File: config.mk
export PLATFORM = sky130hd
export DESIGN_NAME = gate_eval_sequencer
export DESIGN_NICKNAME = d
export VERILOG_FILES = /design/src/rtl/gate_eval_sequencer.sv
export SDC_FILE = /design/constraint.sdc
export NUM_CORES = 1
export LEC_CHECK = 0
export CORE_AREA = 5 5 283 285
export CTS_CLUSTER_SIZE = 16
export DETAILED_ROUTE_END_ITERATION = 8
export DIE_AREA = 0 0 288 290
export GPL_TIMING_DRIVEN = 1
export HOLD_SLACK_MARGIN = 0.08
export SLEW_MARGIN = 25
export SYNTH_ARGS = -nofsm -noshare
export SYNTH_HDL_FRONTEND = slang
export SYNTH_SLANG_ARGS = --single-unit
File: constraint.sdc
create_clock -name clk -period 2.13 [get_ports clk]
set_input_delay 0.3195 -clock clk [delete_from_list [all_inputs] [get_ports clk]]
set_output_delay 0.3195 -clock clk [all_outputs]
set_load 0.01 [all_outputs]
File: src/rtl/gate_eval_sequencer.sv
// gate_eval_sequencer: evaluates one garbled-circuit gate per descriptor using label_array and an AND core
// Ports: clk, rst (async, active-low); gate_* descriptor handshake in, gate_done/gate_err/gate_count out;
//        mem_* is the sole master port of label_array; and_* is the req/ack port of the external AND core.
module gate_eval_sequencer #(
    parameter int WIRE_W  = 13,
    parameter int LABEL_W = 128,
    parameter int CNT_W   = 16
) (
    input  logic               clk,
    input  logic               rst,
    input  logic               gate_valid,
    output logic               gate_ready,
    input  logic [1:0]         gate_op,
    input  logic [WIRE_W-1:0]  gate_in_a,
    input  logic [WIRE_W-1:0]  gate_in_b,
    input  logic [WIRE_W-1:0]  gate_out,
    output logic               gate_done,
    output logic               gate_err,
    output logic [WIRE_W-1:0]  mem_wire_id,
    output logic               mem_id_strobe,
    output logic               mem_wr_en,
    output logic [LABEL_W-1:0] mem_label_in,
    input  logic [LABEL_W-1:0] mem_label_out,
    input  logic               mem_done,
    output logic               and_req,
    output logic [LABEL_W-1:0] and_a,
    output logic [LABEL_W-1:0] and_b,
    output logic [WIRE_W-1:0]  and_gate_id,
    input  logic               and_ack,
    input  logic [LABEL_W-1:0] and_label,
    output logic [CNT_W-1:0]   gate_count
);
    typedef enum logic [2:0] {IDLE, WAIT_A, WAIT_B, AND_WAIT, WAIT_WR, DONE} state_t;
    localparam logic [1:0] OP_XOR = 2'b00, OP_BUF = 2'b01, OP_ILL = 2'b11;
    state_t               state_q;
    logic [1:0]           op_q;
    logic [WIRE_W-1:0]    id_b_q, id_out_q, wire_q;
    logic [LABEL_W-1:0]   lab_a_q, lab_b_q, wdata_q;
    logic                 ready_q, done_q, err_q, strobe_q, wr_q, and_req_q;
    logic [CNT_W-1:0]     cnt_q;
    assign gate_ready    = ready_q;
    assign gate_done     = done_q;
    assign gate_err      = err_q;
    assign mem_wire_id   = wire_q;
    assign mem_id_strobe = strobe_q;
    assign mem_wr_en     = wr_q;
    assign mem_label_in  = wdata_q;
    assign and_req       = and_req_q;
    assign and_a         = lab_a_q;
    assign and_b         = lab_b_q;
    assign and_gate_id   = id_out_q;
    assign gate_count    = cnt_q;
    // Strobe and gate_done default low each cycle so they can only ever pulse for one cycle.
    always_ff @(posedge clk or negedge rst) begin
        if (!rst) begin
            state_q   <= IDLE;
            op_q      <= OP_XOR;
            id_b_q    <= '0;
            id_out_q  <= '0;
            wire_q    <= '0;
            lab_a_q   <= '0;
            lab_b_q   <= '0;
            wdata_q   <= '0;
            ready_q   <= 1'b1;
            done_q    <= 1'b0;
            err_q     <= 1'b0;
            strobe_q  <= 1'b0;
            wr_q      <= 1'b0;
            and_req_q <= 1'b0;
            cnt_q     <= '0;
        end else begin
            strobe_q <= 1'b0;
            done_q   <= 1'b0;
            case (state_q)
                IDLE: if (gate_valid && ready_q) begin
                    op_q     <= gate_op;
                    id_b_q   <= gate_in_b;
                    id_out_q <= gate_out;
                    ready_q  <= 1'b0;
                    err_q    <= gate_op == OP_ILL;
                    if (gate_op == OP_ILL) begin
                        done_q  <= 1'b1;
                        state_q <= DONE;
                    end else begin
                        strobe_q <= 1'b1;
                        wr_q     <= 1'b0;
                        wire_q   <= gate_in_a;
                        state_q  <= WAIT_A;
                    end
                end
                WAIT_A: if (mem_done) begin
                    lab_a_q  <= mem_label_out;
                    strobe_q <= 1'b1;
                    if (op_q == OP_BUF) begin
                        wr_q    <= 1'b1;
                        wire_q  <= id_out_q;
                        wdata_q <= mem_label_out;
                        state_q <= WAIT_WR;
                    end else begin
                        wire_q  <= id_b_q;
                        state_q <= WAIT_B;
                    end
                end
                WAIT_B: if (mem_done) begin
                    lab_b_q <= mem_label_out;
                    if (op_q == OP_XOR) begin
                        strobe_q <= 1'b1;
                        wr_q     <= 1'b1;
                        wire_q   <= id_out_q;
                        wdata_q  <= lab_a_q ^ mem_label_out;
                        state_q  <= WAIT_WR;
                    end else begin
                        and_req_q <= 1'b1;
                        state_q   <= AND_WAIT;
                    end
                end
                AND_WAIT: if (and_ack) begin
                    and_req_q <= 1'b0;
                    strobe_q  <= 1'b1;
                    wr_q      <= 1'b1;
                    wire_q    <= id_out_q;
                    wdata_q   <= and_label;
                    state_q   <= WAIT_WR;
                end
                WAIT_WR: if (mem_done) begin
                    done_q  <= 1'b1;
                    state_q <= DONE;
                end
                DONE: begin
                    ready_q <= 1'b1;
                    err_q   <= 1'b0;
                    cnt_q   <= err_q ? cnt_q : cnt_q + 1'b1;
                    state_q <= IDLE;
                end
                default: state_q <= IDLE;
            endcase
        end
    end
endmodule
; ---- Word level (Yosys, flattened, before mapping)
; Index checks and enable logic that the tools add are counted.
; Widths: inputs -> output; s select.
[totals]
inputBits = 302
output_inout_bits = 432
ff_bits = 450
elab_cells = 100
[classes]
n_reduce_logical = 17
bitwise = 2
eq_ne = 16
n_mux = 49
addsub = 1
[ops]
columns = cell, n
row1 = $mux 128, 5
row2 = $pmux 128 s3, 1
row3 = $xor 128x128->128, 1
row4 = $mux 13, 7
row5 = $pmux 13 s4, 1
row6 = $mux 3, 8
row7 = $mux 1, 20
row8 = $ne 2x2->1 const B, 9
row9 = $add 16x1->16 const B, 1
row10 = $pmux 3 s5, 1
row11 = $reduce_and 2->1, 5
row12 = $pmux 1 s2, 4
row13 = $pmux 1 s4, 2
row14 = $reduce_and 8->1, 1
row15 = $reduce_and 7->1, 1
row16 = $eq 3x2->1 const B, 2
row17 = $eq 3x3->1 const B, 2
row18 = $reduce_and 6->1, 1
row19 = $reduce_and 5->1, 1
row20 = $reduce_and 4->1, 1
row21 = $reduce_bool 2->1, 2
row22 = $reduce_bool 4->1, 1
row23 = $eq 3x1->1 const B, 1
row24 = $logic_not 3->1, 1
row25 = other kinds (6), 6

; ---- Depth between registers and ports, before layout
; Gate-level depths: netlist of the first run.
[depth]
word_depth = 4
mapped_depth = 8
depth_no_buf = 5

; ---- Least setup slack after synthesis of the first run
; Ideal clock, no wire load.
[synth_path]
path_type = register to register
start = reg ready_q, in the netlist gate_ready
end = reg id_out_q[10], in the netlist and_gate_id[10]
arrival_ps = 1674
setup_slack_ps = 331
t_required_ps = 2005
setup_ps = 125
path_buffers = 2
stages_incl_launch_ff = 6
period_less_slack_ps = 1799
path_cell_list = dfstp_2 -> nand2_1 -> nor4_2 -> buf_2 -> buf_2 -> mux2_2
[synth_via]
elab_chain_len = 2
[synth_lines]
columns = element, line_no
row1 = start: declaration, 39  ; logic ready_q, done_q, err_q, strobe_q, wr_q, and_req_q;
row2 = start signal: assignment, 64  ; ready_q <= 1'b1;
row3 = start signal: assignment, 79  ; ready_q <= 1'b0;
row4 = start signal: assignment, 130  ; ready_q <= 1'b1;
row5 = $logic_and 1x1->1, 75  ; IDLE: if (gate_valid && ready_q) begin
row6 = $reduce_and 2->1 (no source line), n/a
row7 = end signal: assignment, 78  ; id_out_q <= gate_out;
row8 = end: declaration, 37  ; logic [WIRE_W-1:0] id_b_q, id_out_q, wire_q;
; Every way passes these cells.
; A chain may end at the register's enable or synchronous reset.

; ---- Final worst setup path of the first run
[layout_path]
start = reg ready_q, in the netlist gate_ready
end = out gate_ready
[layout_lines]
columns = element, line_no
row1 = end: declaration, 12  ; output logic gate_ready,
; No word-level cell between the ends.

==> metrics.txt, run 1 <==
leak pwr 13.11 nW; Placement Setup Slack -170.3 ps; area grow syn2layout 53.60%; total CTS buffers 53; largest net degree at the start of global routing between 90 and 100; Crit path arrival time 1710 ps; placed insts ~3,400; global-route wire length before repair 123.4 mm; Slew Limit Fails 0; CP top delay family buffers and inverters; Die W 288 µm; Post-synth EDFFs 0; final std cells w/o fill 3,527; drt drc 0; vias in the first global route ~18,000; sequential share of the synthesized area 53.03%; final setup fails 0; worst-margin pin slew 813.5 ps; CTS tree done; clock sinks 450; Die Y 290 µm; commonest non-fill, non-tap cells in the layout 732 x clkdlybuf4s50_1, 446 x dfrtp_1, 303 x mux2_2; fin area 32,620 µm²; Tmin final slightly above 2000 ps; Synth cell types 49; I/O pin cnt 734; GP Congestion 0.8625; Mapped Cells 1,645; initial antenna violation count 9; WL/cell roughly 24 µm; slew margin rel. 45.77%; vias post-DR roughly 18,000; internal reg-to-reg setup slack 110 ps; setup TNS 0 ps; status finished, final reports clean; Initial Util 27.55%; drt first pass iters 7; Max Freq around 490 MHz; commonest non-fill, non-tap cell in the layout clkdlybuf4s50_1; YS warnings 0; GRT Util Overall 18.86%; Layout Nets around 2,700; share of synthesized registers carrying an async set or reset 100.0%; Iter 0 DRT Violations 1,002; Final Core Density 42.32%; clock root buffer clkbuf_16; Max Clock Skew around 17 ps; H-tree depth 2; Max-Cap Viols 0; Core ar. 77,080 µm²; Setup crit end kind output port; kind of start point of the critical path flip-flop; syn_area_per_cell about 13 µm²; CP required between 1500 and 2000 ps; crit path kind reg -> out; period utilization a little over nine tenths; antenna viol nets, final 0; WL final 83.07 mm; PortBufs 733; CP max FO 4; synthesized net count 1,948; Worst IR Drop VDD 0.7492 mV; post-layout worst setup margin 99.73 ps; register bit total from synthesis 450; share of layout cells above drive strength 1 26.44%; min-delay worst type in -> async; power density cells 1523 nW/µm²; Clock transition at path regs ~60 ps; hpwl dp 61.02 mm; Crit-path slowest cell clkdlybuf4s50_1; CP max stage delay 570 ps; worst path cell trace clkdlybuf4s50_1; CP bufs+invs 1; CTS max path bufs 3; final hold viol count 0; cell area after placement 30,580 µm²; worst-skew pair later-pin latency 600 ps; Top FF cell, synth dfrtp_1; Post-Synthesis Cell Area 21,240 µm²; Die ar. 83,520 µm²; gr ovfl total 0; Vias/cell 4.971; FP Rows 102
[cell usage after synthesis, types with 2 or more instances]
library cell	n	area share (%)
a222oi_1	13	0.61
xnor2_1	13	0.54
inv_1	19	0.34
nor2_1	9	0.16
mux2_2	303	16
o21a_1	2	0.071
mux2i_1	14	0.66
nor4_2	2	0.12
buf_8	11	0.78
nand4b_1	128	5.3
buf_2	46	1.1
xor2_1	2	0.082
nor3_1	2	0.047
buf_1	19	0.34
dfrtp_1	449	53
a21oi_1	131	3.1
o21ai_0	135	3.2
nand2b_1	3	0.088
clkbuf_1	36	0.64
buf_6	3	0.16
mux2_4	110	7.8
o22ai_1	130	3.8
nor2b_1	4	0.12
nand2_1	18	0.32
a21o_1	2	0.071
nand4_1	3	0.088
buf_4	12	0.42
nand3_1	5	0.12
[layer usage]
layer,global-route usage [%],vias to the layer above,wire (µm)
met4,5.954,4,2403
met2,33.23,678,42040
met3,4.827,127,6023
li1,-,7850,-
met1,22.49,8875,32590
met5,0,-,23
[cell families (layout without fill, tap and decap cells)]
logic type | count (synthesis) | count (layout) | share of synthesized area [%]
buffers and inverters | 146 | 982 | 3.753
AND/OR/NAND/NOR | 184 | 184 | 6.799
flip-flops | 450 | 450 | 53.03
XOR/XNOR | 15 | 15 | 0.6186
multiplexers | 427 | 427 | 24.50
AO/OA/AOI/OAI | 422 | 422 | 11.24
adder cells (fa/ha/maj) | 1 | 1 | 0.05891
other | 0 | 6 | 0
[cell type report]
| type | instances | area [µm²] |
|---|---|---|
| Fill cell | 7247 | 44470 |
| Inverter | 19 | 77.57 |
| Clock inverter | 25 | 365.4 |
| Clock buffer | 74 | 1588 |
| Sequential cell | 450 | 11270 |
| Timing Repair Buffer | 864 | 8793 |
| Antenna cell | 6 | 15.01 |
| Tap cell | 1040 | 1301 |
| Multi-Input combinational cell | 1049 | 9208 |
[path summary, 6_finish.rpt]
kind                                      from               end  cells past startpoint
worst max register to register      state_q[1]  mem_label_in[11]                      6
max in group asynchronous                  rst        and_b[112]                      3
worst max-delay path                gate_ready        gate_ready                      1
worst min-delay path                       rst         and_b[66]                      2
min in group clk                  gate_in_b[0]         id_b_q[0]                      2
worst min register to register  gate_count[15]    gate_count[15]                      1
[power breakdown]
| group | switching [mW] | internal [mW] |
|---|---|---|
| logic | 9.80 | 13.8 |
| clock network | 3.85 | 6.28 |
| registers | 3.22 | 12.7 |
| total | 16.9 | 32.8 |
[metrics by stage]
| step | total power, mW | hold WS, ps |
|---|---|---|
| floorplan | 26.21 | 23.91 |
| global placement | 39.19 | 374.7 |
| detailed placement | 39.73 | 386.8 |
| CTS | 50.19 | 289.6 |
| global route | 52.13 | 290.4 |
| finish | 49.69 | 267.8 |
[flip-flops by register name, indices dropped and copies added (netlist names)]
name           count
mem_wire_id       13
mem_label_in     128
and_req            1
op_q               2
gate_count        16
and_b            128
and_gate_id       13
state_q            3
gate_err           1
mem_wr_en          1
mem_id_strobe      1
id_b_q            13
gate_ready         1
gate_done          1
and_a            128
[what timing repair did]
action	CTS	global route
endpoints found under the setup margin	9	48
setup buffers	0	4
endpoints found under the hold margin	45	0
hold buffers	1	0
gates cloned	0	0
gates resized for setup	2	5
pin swaps	0	1
(Power assumes the default switching activity.)
==> inputs of run 2 (changes only) <==
Settings changed: ABC_AREA set to 1, CORE_AREA 5 5 283 285 to 5 5 282 284, DIE_AREA 0 0 288 290 to 0 0 287 289.
==> run 2 against run 1 <==
  * Power shrank 1.6%
  * Clock skew increased by 6.7 ps
  * Clock power decreased by 8%
  * First-iteration DRC count increased by 42%
  * Setup slack worse by 26 ps
  * Routed wire length rose by 4.3%
  * Synthesized cell count up 60%
  * Maximum frequency decreased by 1.3%
  * Core utilization fell by 0.79 points
  * Non-clock buffer count fell by 45
  * Die area decreased by 0.69%
  * Register-to-register slack barely moved
  * Largest cell class unchanged
==> metrics.txt, run 2 <==
H-tree depth 2 (unchanged); Setup crit end kind output port; Clock transition at path regs 60 ps (about the same); internal reg-to-reg setup slack 100 ps (about the same); placed insts 4,334 (+27%); antenna viol nets, final 0 (unchanged); PortBufs 733 (unchanged); Vias/cell 4.546 (-8.6%); share of layout cells above drive strength 1 5.546% (-21 points); CP bufs+invs 1 (unchanged); largest net degree at the start of global routing 97 (-1.0%); period utilization 96.54% (+1.2 points); Iter 0 DRT Violations 1,423 (+42%); CP top delay family buffers and inverters; Worst IR Drop VDD 0.7149 mV (-4.6%); worst path cell trace clkdlybuf4s50_1; register area 11,260 µm² (about the same); final setup fails 0 (unchanged); commonest non-fill, non-tap cells in the layout 1,094 x nand2_1, 731 x clkdlybuf4s50_1, 448 x dfrtp_1; Mapped Cells 2,634 (+60%); critical register-to-register path startpoint state_q[1]; crit path from mem_label_in[115]; global-route wire length before repair 128.5 mm (+4.1%); CP required 1810 ps (about the same); YS warnings 0 (unchanged); Die W 287 µm (-0.35%); sequential share of the synthesized area 53.52% (+0.49 points); Top FF cell, synth dfrtp_1; critical path depth 1 (unchanged); leak pwr 15.30 nW (+17%); gr ovfl total 0 (unchanged); Die Y 289 µm (-0.34%); GP Congestion 0.8820 (+2.3%); Max Freq 486.3 MHz (-1.3%); setup TNS 0 ps (unchanged); worst-margin pin slew 634.4 ps (-179.2 ps); status finished, final reports clean; Switch Pwr 19.72 mW (+17%); Post-synth top cells 1,096 x nand2_1, 449 x dfrtp_1, 324 x nand3_1, 231 x o21ai_0, 156 x inv_1; multi-input logic area 8541 µm² (-7.2%); share of the synthesized area in the top cell type 53.39% (+0.48 points); power density cells 1533 nW/µm² (+0.62%); hpwl dp 64.61 mm (+5.9%); CP max stage delay 660 ps (+90 ps); total CTS buffers 52 (-1.9%); Sw Ratio 40.33% (+6.4 points); Max Clock Skew 23.36 ps (+6.689 ps); clock sinks 450 (unchanged); FILL cells 7,741 (+6.8%); I/O pin cnt 734 (unchanged); Overall Power 48.90 mW (-1.6%); Synth cell types 25 (-49%); R2R depth 8 (+2); Core ar. 76,830 µm² (-0.33%); final std cells w/o fill 4,444 (+26%); syn_area_per_cell 7.989 µm² (-38%); Die ar. 82,940 µm² (-0.69%); CTS tree done; Slew Limit Fails 0 (unchanged); vias in the first global route 19,870 (+7.7%); commonest non-fill, non-tap cell in the layout nand2_1; min-delay worst type in -> async; Max-Cap Viols 0 (unchanged); Layout Nets 3,654 (+33%); synthesized net count 2,937 (+51%); RSZ-0062 raised after global routing no; largest cells by area after synthesis dfrtp_1 53%, nand2_1 20%, nand3_1 7.7%, o21ai_0 5.5%, xor2_1 5.5%; Initial Util 27.39% (-0.16 points); FP Rows 102 (unchanged); Crit-path slowest cell clkdlybuf4s50_1; Post-synth EDFFs 0 (unchanged); worst-skew pair later-pin latency 600 ps (about the same); slew margin rel. 57.71% (+12 points); most frequent cell after synthesis nand2_1; crit path kind reg -> out; Tmin final 2056 ps (+26.10 ps); post-synth top area cell dfrtp_1; Int Power 29.18 mW (-11%); drt drc 0 (unchanged); share of synthesized registers carrying an async set or reset 100.0% (unchanged); part of the power in combinational logic 49.6% (+2.1 points); Post-Synthesis Cell Area 21,040 µm² (-0.91%); CP max FO 3 (-1); kind of start point of the critical path flip-flop; drt first pass iters 5 (-2); clock root buffer clkbuf_16; register bit total from synthesis 450 (unchanged); GRT Util Overall 20.02% (+1.2 points); CTS max path bufs 3 (unchanged); clock power share 18.9% (-1.5 points); final hold viol count 0 (unchanged); crit path to mem_label_in[115]; WL final 86.67 mm (+4.3%); area grow syn2layout 51.61%; initial antenna violation count 10 (+1); Crit path arrival time 1740 ps (+30 ps); WL/cell 19.50 µm (-17%); vias post-DR 20,200 (+15%); power share of the sequential group 31.5% (-0.6 points); Worst R2R End mem_label_in[57]
==> run 2: changes by cell type in the layout (fill, tap and decap cells not counted), sizes merged, moves of 130 or more <==
cell / before / now
inv: 21 / 164
a21oi: 132 / 2
nand2: 18 / 1097
nand3: 5 / 326
mux2: 413 / 0
o22ai: 130 / 0
xor2: 2 / 132
==> run 2: stage by stage <==
step           utilization (%)  hold WS (ps)  setup slack (ps)  cell area (µm²)
2_1_floorplan                -         23.91             544.8            21040
3_3_place_gp             39.17         232.5             26.95            30100
3_5_place_dp             39.17         236.6             4.163            30100
4_1_cts                  41.46         192.0             12.27            31850
5_1_grt                  41.52         230.5             3.507            31900
6_report                 41.53         214.1             73.63            31910
==> run 2: worst min-delay path by stage <==
stage / to / slack, ps / start / cells past startpoint
5_1_grt: and_a[89] / 230 / rst / 2
4_1_cts: and_b[90] / 190 / rst / 2
3_3_place_gp: and_a[89] / 230 / rst / 1
3_5_place_dp: and_a[89] / 240 / rst / 1
6_report: and_a[89] / 210 / rst / 2
2_1_floorplan: and_a[0] / 20 / rst / 0
==> run 2: cell families after synthesis <==
logic type | share of synthesized area [%]
AOI/OAI and AO/OA | 6.415
xor gates and xnor gates | 5.619
DFF | 53.52
and+or+nand+nor | 28.26
buffers and inverters | 6.130
adders and majority gates | 0.05945
==> run 2: routing by layer <==
layer | GRT usage (%) | routed length (µm) | vias to the layer above
li1 | - | - | 9771
met5 | 0 | 0 | -
met4 | 7.840 | 3195 | 0
met2 | 32.94 | 41610 | 661
met1 | 25.83 | 35740 | 9631
met3 | 4.445 | 6131 | 140
==> run 2: repair_timing <==
item                                    4_1_cts  5_1_grt
hold buffers                                  1        0
setup buffers                                 0        2
hold endpoints to repair                    214        0
endpoints found under the setup margin        1       47
pin swaps                                     0        1
gates resized for setup                       1        1
==> run 2: final cells by class <==
class / instances / area share (%)
diodes: 14 / 0.1098
repair buffers: 819 / 26.33
well taps: 1040 / 4.078
flip-flops and latches: 450 / 35.30
clock buffers: 75 / 4.824
inverters: 160 / 1.922
multi-input cells: 1868 / 26.77
clock inverters: 18 / 0.6627
==> run 2: power groups by stage <==
stage          Clock [mW]  Sequential, mW  Combinational, mW
2_1_floorplan           0            16.6               9.28
3_3_place_gp            0            15.4               24.3
3_5_place_dp            0            15.4               24.5
4_1_cts              9.49            15.4               24.6
5_1_grt              9.86            15.9               26.5
6_report             9.25            15.4               24.3
==> inputs of run 3 (changes only) <==
Settings changed: CORE_AREA 5 5 282 284 to 5 5 286 288, DIE_AREA 0 0 287 289 to 0 0 291 293.
==> run 3 against run 2 <==
  * Sequential cell count did not move
  * Via count decreased by 1.3%
  * Combinational power is essentially flat
  * Power rose by 0.52%
  * Clock power up 5.5%
  * Clock-buffer cell count grew 3
  * Global-route usage is 0.32 points lower
  * Sequential share of layout area up 0.063 points
  * Setup slack worse by 63 ps
  * Non-clock buffer count down 10
  * Register-to-register slack lost 90 ps
  * Critical endpoint is now mem_label_in[50]
  * Largest power group unchanged
  * Highest routed layer unchanged
==> metrics.txt, run 3 (synthesis gave the netlist of run 2 again) <==
Die W 291 µm (+1.4%); Clock transition at path regs 60 ps (about the same); clock sinks 450 (unchanged); Slew Limit Fails 0 (unchanged); power share of the sequential group 31.4% (about the same); CP max stage delay 650 ps (about the same); commonest non-fill, non-tap cells in the layout 1,094 x nand2_1, 731 x clkdlybuf4s50_1, 449 x dfrtp_1; Int Power 29.33 mW (+0.51%); worst-skew pair later-pin latency 590 ps (about the same); Crit path arrival time 2640 ps (+900 ps); slew margin rel. 40.32% (-17 points); CP max FO 68 (+65); total CTS buffers 54 (+3.8%); CTS max path bufs 3 (unchanged); WL/cell 19.84 µm (+1.7%); RSZ-0062 raised after global routing yes; vias post-DR 19,950 (-1.3%); worst-margin pin slew 895.3 ps (+260.9 ps); WL final 88.10 mm (+1.6%); Max-Cap Viols 0 (unchanged); Tmin final 2119 ps (+62.83 ps); Max Clock Skew 16.32 ps (-7.046 ps); I/O pin cnt 734 (unchanged); gr ovfl total 0 (unchanged); most frequent CP cell nand2_1; CP bufs+invs 2 (+1); kind of start point of the critical path flip-flop; final setup fails 0 (unchanged); worst path cell trace nor2_1, nor2_1, nand2_1, nand2_1, inv_6, buf_4, nand3_1, nand2_1; Die Y 293 µm (+1.4%); drt drc 0 (unchanged); Crit-path slowest cell buf_4; Core ar. 78,610 µm² (+2.3%); power density cells 1544 nW/µm² (+0.71%); leak pwr 15.28 nW (about the same); Max Freq 471.9 MHz (-3.0%); H-tree depth 2 (unchanged); Overall Power 49.16 mW (+0.52%); Sw Ratio 40.33% (about the same); CP top delay family simple AND/OR/NAND/NOR gates; GP Congestion 0.8634 (-2.1%); final hold viol count 0 (unchanged); share of layout cells above drive strength 1 5.464% (-0.082 points); setup TNS 0 ps (unchanged); period utilization 99.49% (+2.9 points); vias in the first global route 19,860 (-0.030%); post-layout worst setup margin 10.80 ps (-62.83 ps); Die ar. 85,260 µm² (+2.8%); FP Rows 103 (+0.98%); crit path kind reg -> reg; global-route wire length before repair 130.7 mm (+1.8%); Switch Pwr 19.83 mW (+0.53%); part of the power in combinational logic 48.8% (-0.8 points); initial antenna violation count 7 (-3); clock root buffer clkbuf_16; PortBufs 733 (unchanged); drt first pass iters 5 (unchanged); commonest non-fill, non-tap cell in the layout nand2_1; Placement Setup Slack 32.51 ps (+28.35 ps); Post-CTS Setup Bufs 0 (unchanged); area grow syn2layout 51.33%; largest net degree at the start of global routing 98 (+1.0%); Iter 0 DRT Violations 1,404 (-1.3%); clock power share 19.9% (+1.0 points); Vias/cell 4.492 (-1.2%); Initial Util 26.77% (-0.62 points); CP required 2650 ps (+840 ps); min-delay worst type in -> reg; antenna viol nets, final 0 (unchanged); Setup crit end kind flip-flop; GRT Util Overall 19.70% (-0.32 points); hpwl dp 64.94 mm (+0.51%); Layout Nets 3,646 (-0.22%); CTS tree done; Worst IR Drop VDD 0.9296 mV (+30%); status finished, final reports clean
==> run 3: cell types whose count changed in the layout (fill, tap and decap cells not counted) <==
cell / previous run / this run
diode_2: 14 / 5
buf_12: 33 / 25
clkbuf_8: 13 / 16
buf_4: 52 / 50
clkbuf_1: 9 / 7
clkbuf_16: 53 / 55
clkinv_2: 8 / 10
bufinv_16: 4 / 5
clkinv_4: 1 / 0
dfrtp_1: 448 / 449
dfrtp_2: 1 / 0
inv_8: 1 / 2
==> run 3: power groups by stage <==
stage	clock, mW	combinational (mW)	sequential, mW
after floorplan	0	9.28	16.6
after global placement	0	24.1	15.5
after detailed placement	0	24.3	15.5
after CTS	10.1	24.4	15.4
after global routing	10.4	26.2	15.9
final	9.76	24.0	15.4
==> run 3: area by class of cell <==
class | count | area (µm²)
Multi-Input combinational cell | 1868 | 8541
Antenna cell | 5 | 12.51
Clock buffer | 78 | 1623
Tap cell | 1050 | 1314
Sequential cell | 450 | 11260
Fill cell | 7924 | 46770
Inverter | 160 | 613.1
Timing Repair Buffer | 809 | 8227
Clock inverter | 21 | 254.0
==> run 3: timing repair <==
item / 4_1_cts / 5_1_grt
hold buffers: 1 / 0
resized for setup: 1 / 0
endpoints found under the setup margin: 1 / 128
cloned: 0 / 0
endpoints found under the hold margin: 40 / 0
==> run 3: path summary, 6_finish.rpt <==
path                                  startpoint               end  slack, ps  cells after the start
worst max-delay path                     op_q[0]  mem_label_in[50]         10                      8
worst min-delay path                 gate_out[4]    and_gate_id[4]        260                      3
worst max register to register           op_q[0]  mem_label_in[50]         10                      8
worst min register to register  mem_label_in[61]  mem_label_in[61]        470                      2
max in group asynchronous                    rst         and_b[53]       1030                      3
min in group asynchronous                    rst         and_b[81]        290                      2
==> run 3: routing by layer <==
layer / vias to the layer above / track usage (%) / share of wire, %
li1: 9746 / - / -
met1: 9445 / 25.47 / 42
met2: 627 / 33.49 / 49
met3: 129 / 4.157 / 6.4
met4: 0 / 5.800 / 2.9
met5: - / 0 / 0
==> run 3: worst min-delay path: stages <==
cell and delay (ps):
clkdlybuf4s50_1 390, nand2_1 60, nand2_1 40
==> run 3: through the flow <==
step	std cells	hold WS [ps]	area, µm²	utilization (%)
3_3_place_gp	4336	329.2	29950	38.09
4_1_cts	4436	211.0	31830	40.49
3_5_place_dp	4336	323.6	29950	38.09
2_1_floorplan	2634	23.91	21040	-
6_report	4441	258.6	31850	40.51
5_1_grt	4441	244.8	31850	40.51
